[src/rtl/i2s_pkg.sv]
// i2s_pkg: constants shared by the I2S feeder and transmitter (lrck encoding, default width, clog2).
package i2s_pkg;
    localparam logic I2S_LEFT = 1'b0;
    localparam logic I2S_RIGHT = 1'b1;
    localparam int PDATA_WIDTH_DEF = 32;
    function automatic int clog2(input int v);
        int r = 0;
        while ((1 << r) < v) r++;
        return r;
    endfunction
endpackage

[src/rtl/i2s_sample_fifo.sv]
// i2s_sample_fifo: synchronous FIFO of stereo entries; full/empty come from registered occupancy.
module i2s_sample_fifo
    import i2s_pkg::*;
#(
    parameter int WIDTH = 64,
    parameter int DEPTH = 4
) (
    input  logic                   clk_in,
    input  logic                   rst_n_in,
    input  logic                   push,
    input  logic [WIDTH-1:0]       din,
    input  logic                   pop,
    output logic [WIDTH-1:0]       dout,
    output logic                   full,
    output logic                   empty,
    output logic [clog2(DEPTH):0]  level
);
    localparam int AW = clog2(DEPTH);
    logic [WIDTH-1:0] mem [DEPTH];
    logic [AW-1:0] wptr, rptr;
    logic push_ok, pop_ok;
    assign full = level == (AW+1)'(DEPTH);
    assign empty = level == '0;
    assign push_ok = push && !full;
    assign pop_ok = pop && !empty;
    assign dout = mem[rptr];
    always_ff @(posedge clk_in)
        if (push_ok) mem[wptr] <= din;
    always_ff @(posedge clk_in or negedge rst_n_in)
        if (!rst_n_in) begin
            wptr <= '0;
            rptr <= '0;
            level <= '0;
        end else begin
            wptr <= push_ok ? wptr + 1'b1 : wptr;
            rptr <= pop_ok ? rptr + 1'b1 : rptr;
            level <= push_ok && !pop_ok ? level + 1'b1 : pop_ok && !push_ok ? level - 1'b1 : level;
        end
endmodule

[src/rtl/i2s_tx_feeder.sv]
// i2s_tx_feeder: divides clk into SCLK/LRCK, pops stereo samples from a FIFO and holds pldata/prdata for the transmitter.
// I2S_FEEDER_HOLD_EN: when defined, an underrun repeats the last sample instead of outputting silence.
module i2s_tx_feeder
    import i2s_pkg::*;
#(
    parameter int PDATA_WIDTH = PDATA_WIDTH_DEF,
    parameter int SCLK_DIV = 4,
    parameter int FIFO_DEPTH = 4
) (
    input  logic                         clk_in,
    input  logic                         rst_n_in,
    input  logic                         enable_in,
    input  logic                         s_valid_in,
    output logic                         s_ready_out,
    input  logic [PDATA_WIDTH-1:0]       s_ldata_in,
    input  logic [PDATA_WIDTH-1:0]       s_rdata_in,
    output logic                         sclk_out,
    output logic                         lrck_out,
    output logic [PDATA_WIDTH-1:0]       pldata_out,
    output logic [PDATA_WIDTH-1:0]       prdata_out,
    output logic [clog2(FIFO_DEPTH):0]   fifo_level_out,
    output logic                         underrun_out
);
    localparam int DW = SCLK_DIV > 1 ? clog2(SCLK_DIV) : 1;
    localparam int BW = clog2(PDATA_WIDTH);
    logic [DW-1:0] div_cnt;
    logic [BW-1:0] bit_cnt;
    logic [PDATA_WIDTH-1:0] rstage;
    logic [2*PDATA_WIDTH-1:0] entry;
    logic full, empty, tc, fall, wrap, pop, rsel;
    assign tc = enable_in && div_cnt == DW'(SCLK_DIV-1);
    assign fall = tc && sclk_out;
    assign wrap = fall && bit_cnt == BW'(PDATA_WIDTH-1);
    assign pop = wrap && lrck_out == I2S_LEFT;
    assign rsel = wrap && lrck_out == I2S_RIGHT;
    assign s_ready_out = !full;
    i2s_sample_fifo #(.WIDTH(2*PDATA_WIDTH), .DEPTH(FIFO_DEPTH)) u_fifo (
        .clk_in(clk_in),
        .rst_n_in(rst_n_in),
        .push(s_valid_in),
        .din({s_ldata_in, s_rdata_in}),
        .pop(pop),
        .dout(entry),
        .full(full),
        .empty(empty),
        .level(fifo_level_out)
    );
    // Left word and staged right word are loaded at the 0->1 LRCK toggle, a half-frame before use.
    always_ff @(posedge clk_in or negedge rst_n_in)
        if (!rst_n_in) begin
            div_cnt <= '0;
            bit_cnt <= '0;
            sclk_out <= 1'b0;
            lrck_out <= I2S_LEFT;
            pldata_out <= '0;
            prdata_out <= '0;
            rstage <= '0;
            underrun_out <= 1'b0;
        end else begin
            div_cnt <= !enable_in || tc ? '0 : div_cnt + 1'b1;
            sclk_out <= enable_in && (tc ? ~sclk_out : sclk_out);
            bit_cnt <= !enable_in || wrap ? '0 : fall ? bit_cnt + 1'b1 : bit_cnt;
            lrck_out <= enable_in && (wrap ? ~lrck_out : lrck_out);
            underrun_out <= pop && empty;
`ifdef I2S_FEEDER_HOLD_EN
            if (pop && !empty) begin
                pldata_out <= entry[2*PDATA_WIDTH-1:PDATA_WIDTH];
                rstage <= entry[PDATA_WIDTH-1:0];
            end
`else
            if (pop) begin
                pldata_out <= empty ? '0 : entry[2*PDATA_WIDTH-1:PDATA_WIDTH];
                rstage <= empty ? '0 : entry[PDATA_WIDTH-1:0];
            end
`endif
            if (rsel) prdata_out <= rstage;
        end
endmodule

[config.mk]
export PLATFORM = sky130hd
export DESIGN_NAME = i2s_tx_feeder
export DESIGN_NICKNAME = d
export VERILOG_FILES = /design/src/rtl/i2s_pkg.sv /design/src/rtl/i2s_sample_fifo.sv /design/src/rtl/i2s_tx_feeder.sv
export SDC_FILE = /design/constraint.sdc
export NUM_CORES = 1
export LEC_CHECK = 0
export BUFFER_PORTS_ARGS = -buffer_cell sky130_fd_sc_hd__buf_2
export CAP_MARGIN = 25
export CORE_MARGIN = 2
export CORE_UTILIZATION = 31
export CTS_CLUSTER_DIAMETER = 120
export CTS_CLUSTER_SIZE = 12
export DETAILED_ROUTE_END_ITERATION = 12
export PLACE_DENSITY_LB_ADDON = 0.25
export SYNTH_ARGS = -nofsm -noshare
export SYNTH_HDL_FRONTEND = slang
export SYNTH_SLANG_ARGS = --single-unit
[constraint.sdc]
create_clock -name clk_in -period 4.13 [get_ports clk_in]
set_clock_uncertainty 0.1 [all_clocks]
set_input_delay 0.826 -clock clk_in [delete_from_list [all_inputs] [get_ports clk_in]]
set_output_delay 0.826 -clock clk_in [all_outputs]
set_load 0.01 [all_outputs]
Word level (Yosys, flattened, before mapping)
Memories as Yosys holds them, arrays and structs flattened.
Cells that the tools add are included.
{"block": "totals", "word_cells": 56, "input_bits": 68, "register_bits": 113, "ram_bits": 256, "mem_count": 1, "output_inout_bits": 71}
{"block": "classes", "add_sub_neg": 6, "n_bitwise": 2, "mux": 11, "n_reduce_logical": 22, "eq_ne": 3}
{"name": "u_fifo.mem", "words": 4, "width": 64, "read_ports": 1, "rd_ports_with_merged_regs": 0, "wr": 1, "line_no": "i2s_sample_fifo.sv:19", "source": "logic [WIDTH-1:0] mem [DEPTH];"}
{"cell": "two-way mux 32 bit", "count": 2}
{"cell": "logical AND 1 bit", "count": 12}
{"cell": "two-way mux 5 bit", "count": 2}
{"cell": "adder 2 x 1 -> 2 bit (second input constant)", "count": 3}
{"cell": "two-way mux 3 bit", "count": 2}
{"cell": "adder 5 x 1 -> 5 bit (second input constant)", "count": 1}
{"cell": "== test 5 bit (second input constant)", "count": 1}
{"cell": "logical NOT 1 bit", "count": 5}
{"cell": "two-way mux 1 bit", "count": 4}
{"cell": "nonzero test 2 bit", "count": 2}
{"cell": "adder 3 x 1 -> 3 bit (second input constant)", "count": 1}
{"cell": "== test 3 bit (second input constant)", "count": 1}
{"cell": "logical NOT 3 bit", "count": 1}
{"cell": "subtractor 3 x 1 -> 3 bit (second input constant)", "count": 1}
{"cell": "== test 2 bit (second input constant)", "count": 1}
{"cell": "logical OR 1 bit", "count": 2}
{"cell": "two-way mux 2 bit", "count": 1}
{"cell": "NOT 1 bit", "count": 2}

Longest topological paths before layout
{"block": "logic_depth", "ltp_word": 9, "ltp_mapped": 15, "mapped_depth_nobuf": 13}

Hierarchy
From an unflattened synthesis, not the netlist that was laid out.
{"block": "hier_totals", "hier_cells": 763, "area_unflattened_um2": 13843.3}
{"mod": "i2s_sample_fifo", "seq_area_each_um2": 7862.5, "n_inst": 1, "area_per_inst_um2": 9649.3, "cells_each": 370}
{"mod": "i2s_tx_feeder", "seq_area_each_um2": 2652.5, "n_inst": 1, "area_per_inst_um2": 4194.0, "cells_each": 393}

Least setup slack after synthesis
Ideal clock, no wire load.
{"block": "synth_timing", "kind": "input -> register", "from": "in enable_in", "to": "reg u_fifo.level[2]", "arrival_ns": 3.009, "path_buffers": 2, "path_slack_ns": 0.941, "t_required_ns": 3.951, "cell_stages": 14, "setup_ns": 0.079, "path_cell_list": "and2_1 -> ha_1 -> and2_1 -> ha_1 -> buf_2 -> o31a_1 -> buf_2 -> inv_1 -> ha_1 -> inv_1 -> fa_1 -> xor2_1 -> nor2_1 -> xor2_1"}
{"block": "synth_between", "elab_chain_cells": 8, "elab_cells_between_ends": 10, "classes_between": "mux (1); reduce/logical (9)"}
{"element": "start, declared", "line_no": "i2s_tx_feeder.sv:12", "source": "input logic enable_in,"}
{"element": "logical AND 1 bit *", "line_no": "i2s_tx_feeder.sv:31", "source": "assign tc = enable_in && div_cnt == DW'(SCLK_DIV-1);"}
{"element": "logical AND 1 bit *", "line_no": "i2s_tx_feeder.sv:32", "source": "assign fall = tc && sclk_out;"}
{"element": "logical AND 1 bit *", "line_no": "i2s_tx_feeder.sv:33", "source": "assign wrap = fall && bit_cnt == BW'(PDATA_WIDTH-1);"}
{"element": "logical AND 1 bit *", "line_no": "i2s_tx_feeder.sv:34", "source": "assign pop = wrap && lrck_out == I2S_LEFT;"}
{"element": "logical AND 1 bit *", "line_no": "i2s_sample_fifo.sv:25", "source": "assign pop_ok = pop && !empty;"}
{"element": "logical NOT 1 bit", "line_no": "i2s_sample_fifo.sv:37", "source": "level <= push_ok && !pop_ok ? level + 1'b1 : pop_ok && !push_ok ? level - 1'b1 : level;"}
{"element": "logical AND 1 bit", "line_no": "i2s_sample_fifo.sv:37"}
{"element": "two-way mux 3 bit / nonzero test 2 bit (equally long branches)"}
{"element": "end signal, assigned", "line_no": "i2s_sample_fifo.sv:37"}
{"element": "end, declared", "line_no": "i2s_sample_fifo.sv:16", "source": "output logic [clog2(DEPTH):0] level"}
Mark *: on every way between the ends. The rest lies on a longest branch, timed or not.
A chain may end at the register's enable or synchronous reset.

Worst setup path in the final report
{"block": "layout_timing", "from": "reg bit_cnt[0]", "to": "reg u_fifo.level[2]"}
{"block": "layout_between", "elab_chain_cells": 7, "elab_cells_between_ends": 9, "classes_between": "eq/ne (1); mux (1); reduce/logical (7)"}
{"element": "start, declared", "line_no": "i2s_tx_feeder.sv:27", "source": "logic [BW-1:0] bit_cnt;"}
{"element": "start signal, assigned", "line_no": "i2s_tx_feeder.sv:62", "source": "bit_cnt <= !enable_in || wrap ? '0 : fall ? bit_cnt + 1'b1 : bit_cnt;"}
{"element": "== test 5 bit *", "line_no": "i2s_tx_feeder.sv:33"}
{"element": "logical AND 1 bit *", "line_no": "i2s_tx_feeder.sv:33"}
{"element": "logical AND 1 bit *", "line_no": "i2s_tx_feeder.sv:34"}
{"element": "logical AND 1 bit *", "line_no": "i2s_sample_fifo.sv:25"}
{"element": "logical NOT 1 bit", "line_no": "i2s_sample_fifo.sv:37"}
{"element": "logical AND 1 bit", "line_no": "i2s_sample_fifo.sv:37"}
{"element": "two-way mux 3 bit / nonzero test 2 bit (equally long branches)"}
Marks and branches as above.

==> results.md <==
* Worst Setup Start Kind: register
* Final Hold Viols at 0
* Worst Setup SP: bit_cnt[0]
* Mean Syn Cell Area at 18.36 µm²
* Crit path to: u_fifo.level[2]
* TritonCTS Buffers at 36
* Largest area contributor in the netlist: edfxtp_1
* VDD IR-drop max at 0.2435 mV
* Post-synth top area share at 0.5576
* GRT Total Usage at 0.1286
* Largest net degree at the start of global routing at 72
* Number of global-route vias before repair at 7214
* Grt total ovfl at 0
* Critical path type: reg -> reg
* Worst-skew pair later-pin latency at 0.51 ns
* Post-synth EDFFs at 256
* TritonCTS clock tree: done
* CTS Sinks at 369
* Sw frac at 0.2308
* Final instance area at around 16000 µm²
* Worst path cell trace: ha_1 > and3_1 > ha_1 > and2_1 > ha_4 > o31a_2 > inv_1 > ha_1 > inv_1 > fa_1 > xor2_1 > nor2_1 > xor2_1
* Share of cells above drive strength 1 at 0.3097
* Share of power burned in registers at 0.555
* CP Max Fanout at 8
* Buf+Inv Stages, Crit Path at 2
* Initial DRC count at 422
* Crit path arrival time at about 3.3 ns
* Simple-gate share of the synthesized area at 0.02877
* Synth Flop Type: edfxtp_1
* Core footprint at 44030 µm²
* Main combinational cell family by area after synthesis: multiplexers
* Initial antenna violation count at 5
* Sw Pwr at about 2000 µW
* First-pass GRT wire length at 45160 µm
* Final nets at roughly 1000
* R2r startpoint: bit_cnt[0]
* CP most frequent cell: ha_1
* Crit-path leading delay family: adder cells
* Final HPWL DP at roughly 16000 µm
* FILL cells at between 4000 and 5000
* Die ar. at between 40000 and 50000 µm²
* Mapped cell area at between 10000 and 15000 µm²
* Die W at approximately 210 µm
* Internal at 6492 µW
* Worst-Margin Slew at between 0.8 and 0.9 ns
* # Post-CTS Setup Buffers at 0
* Critical path required time at 4.47 ns
* CTS clock-pin slew for the worst setup and hold paths at 0.06 ns
* Drt via density at 4.437
* Cell count after synthesis at 751
* Synthesized flop and latch total at 369
* Final setup vio count at 0
* # rows at 77
* Slew headroom at 0.4200
* RSZ-0062 raised after global routing: no
* ANT nets after route at 0
* Routed WL at 29030 µm
* Total power at ~8400 µW
* Most common cell in the netlist: edfxtp_1
* DIE HEIGHT at 214.9 µm
* Syn nets at 831
* Synth cell types at 35
* Placed instance area at 15260 µm²
* Hold buffer count at cts at 0
* Adder-Cell Fraction of Synth Area at 0.01143
* Synth Area in XOR/XNOR at 0.003812
* Starting density of the core at 0.3131
* Post-CTS sizing at 0
* Worst reg-to-reg setup slack at between 1 and 1.5 ns
* Sequential-to-total area share from yosys stat at 0.7627
* Max cap viols at 0
* Crit path largest cell delay at 0.42 ns
* Final min period at 2.918 ns
* Setup_tns at 0 ns
* Leakage at 0.006140 µW
* Worst reg2reg path depth at 13
* Critical Path End Type: register
* Root Buffer Master: clkbuf_16
* YS warnings at 0
* Outcome: finished clean
* Via count at 6758
* Compound-Gate Fraction of Synth Area at 0.02859
* Synth-to-layout area growth at 18.14%
* Clk network pwr share at 0.352
* Mux cell area share after synthesis at 0.1323
* Period utilization at 0.7066
* IO Pins at 139
* I/O Buffers at 138
* Worst path slowest cell: dfrtp_1
* Post-synth top cells: 256 x edfxtp_1, 113 x dfrtp_1, 70 x inv_1, 68 x nand2_1, 64 x mux4_2
* Comb pwr share at 0.093
* Post-synth ARST share at 0.3062
* Post-route setup slack at 1.212 ns
* WL/cell at 19.06 µm
* # H-tree levels at 2
* Power Dens Cells at 518.2 nW/µm²
* Drt pass-1 iters at 5
* Max Buffers Root-to-Sink at 3
* Worst min-delay path category: in -> async
* Gpl congestion at 0.6662
* # DRC at 0
* Peak Freq at 0.3427 GHz
* Synth top area cells: edfxtp_1 56%, dfrtp_1 21%, mux4_2 10%
* Post-place setup slack at ~0.85 ns
* Reg-to-Reg End: u_fifo.level[2]
* Pins Over Slew Limit at 0
* Critical path depth in cells at 13
## area by class of cell
| type | count | area (µm²) | area share |
|---|---|---|---|
| antenna | 1 | 2.502 | 0.0001536 |
| clock inverter | 1 | 5.005 | 0.0003073 |
| multi-input combinational | 280 | 2851 | 0.1751 |
| inverter | 70 | 262.8 | 0.01613 |
| clock buffer | 61 | 1016 | 0.06237 |
| timing repair buffer | 149 | 887.1 | 0.05446 |
| sequential | 369 | 10520 | 0.6460 |
| tap | 592 | 740.7 | 0.04548 |
## routing by layer
layer,vias up,GRT usage,part of all wire
li1,3109,-,-
met1,3458,0.1752,0.46
met2,137,0.2063,0.47
met3,46,0.03086,0.054
met4,8,0.03519,0.019
met5,-,0,0.0017
## power groups by stage
| stage | registers, µW | clock network, µW | logic (µW) |
|---|---|---|---|
| 2_1_floorplan | 4760 | 0 | 419 |
| 3_3_place_gp | 4750 | 0 | 819 |
| 3_5_place_dp | 4770 | 0 | 825 |
| 4_1_cts | 4690 | 3090 | 824 |
| 5_1_grt | 4730 | 3230 | 871 |
| 6_report | 4690 | 2970 | 785 |
## layout by cell type, fill, tap and decap left out, types with 2 or more instances in the layout
cell | Yosys | routed
mux2_2 | 27 | 27
and2_1 | 9 | 5
clkbuf_1 | 10 | 24
inv_1 | 70 | 70
buf_2 | 15 | 137
dfrtp_1 | 113 | 111
mux2_1 | 7 | 7
buf_4 | 2 | 3
nor2_1 | 2 | 2
dfrtp_4 | 0 | 2
nor2b_1 | 3 | 3
xor2_1 | 2 | 2
o21ai_0 | 28 | 28
o21ai_1 | 38 | 38
edfxtp_1 | 256 | 256
clkbuf_16 | 0 | 37
mux4_2 | 64 | 64
ha_1 | 11 | 9
xnor2_1 | 4 | 4
buf_12 | 0 | 7
o2bb2ai_1 | 2 | 2
and2_4 | 0 | 4
nand2_1 | 68 | 68
## registers in the layout, summed over array words and instances (netlist names)
signal,flops
lrck_out,1
prdata_out,32
pldata_out,32
u_fifo.mem,256
rstage,32
bit_cnt,5
underrun_out,1
sclk_out,1
u_fifo.wptr,2
u_fifo.rptr,2
div_cnt,2
u_fifo.level,3
## logic make-up after synthesis
family / count (synthesis)
fa+ha+maj: 12
flops: 369
buf+inv: 102
compound gates: 74
simple gates: 90
mux: 98
xor+xnor: 6
## how the worst min path moves through the flow
stage,end,slack [ns],cells past startpoint
floorplan,div_cnt[0],0.32,1
global placement,div_cnt[0],0.33,1
detailed placement,div_cnt[0],0.34,1
CTS,bit_cnt[3],0.27,1
global route,bit_cnt[3],0.25,1
finish,bit_cnt[3],0.22,1
## per-stage QoR
step,util,hold WS [ns],instances
floorplan,-,0.3151,751
global placement,0.3461,0.3265,1459
detailed placement,0.3467,0.3422,1460
CTS,0.3699,0.2684,1522
global route,0.3699,0.2542,1522
finish,0.3699,0.2229,1523
No activity file was read; power rests on OpenSTA's default activity.
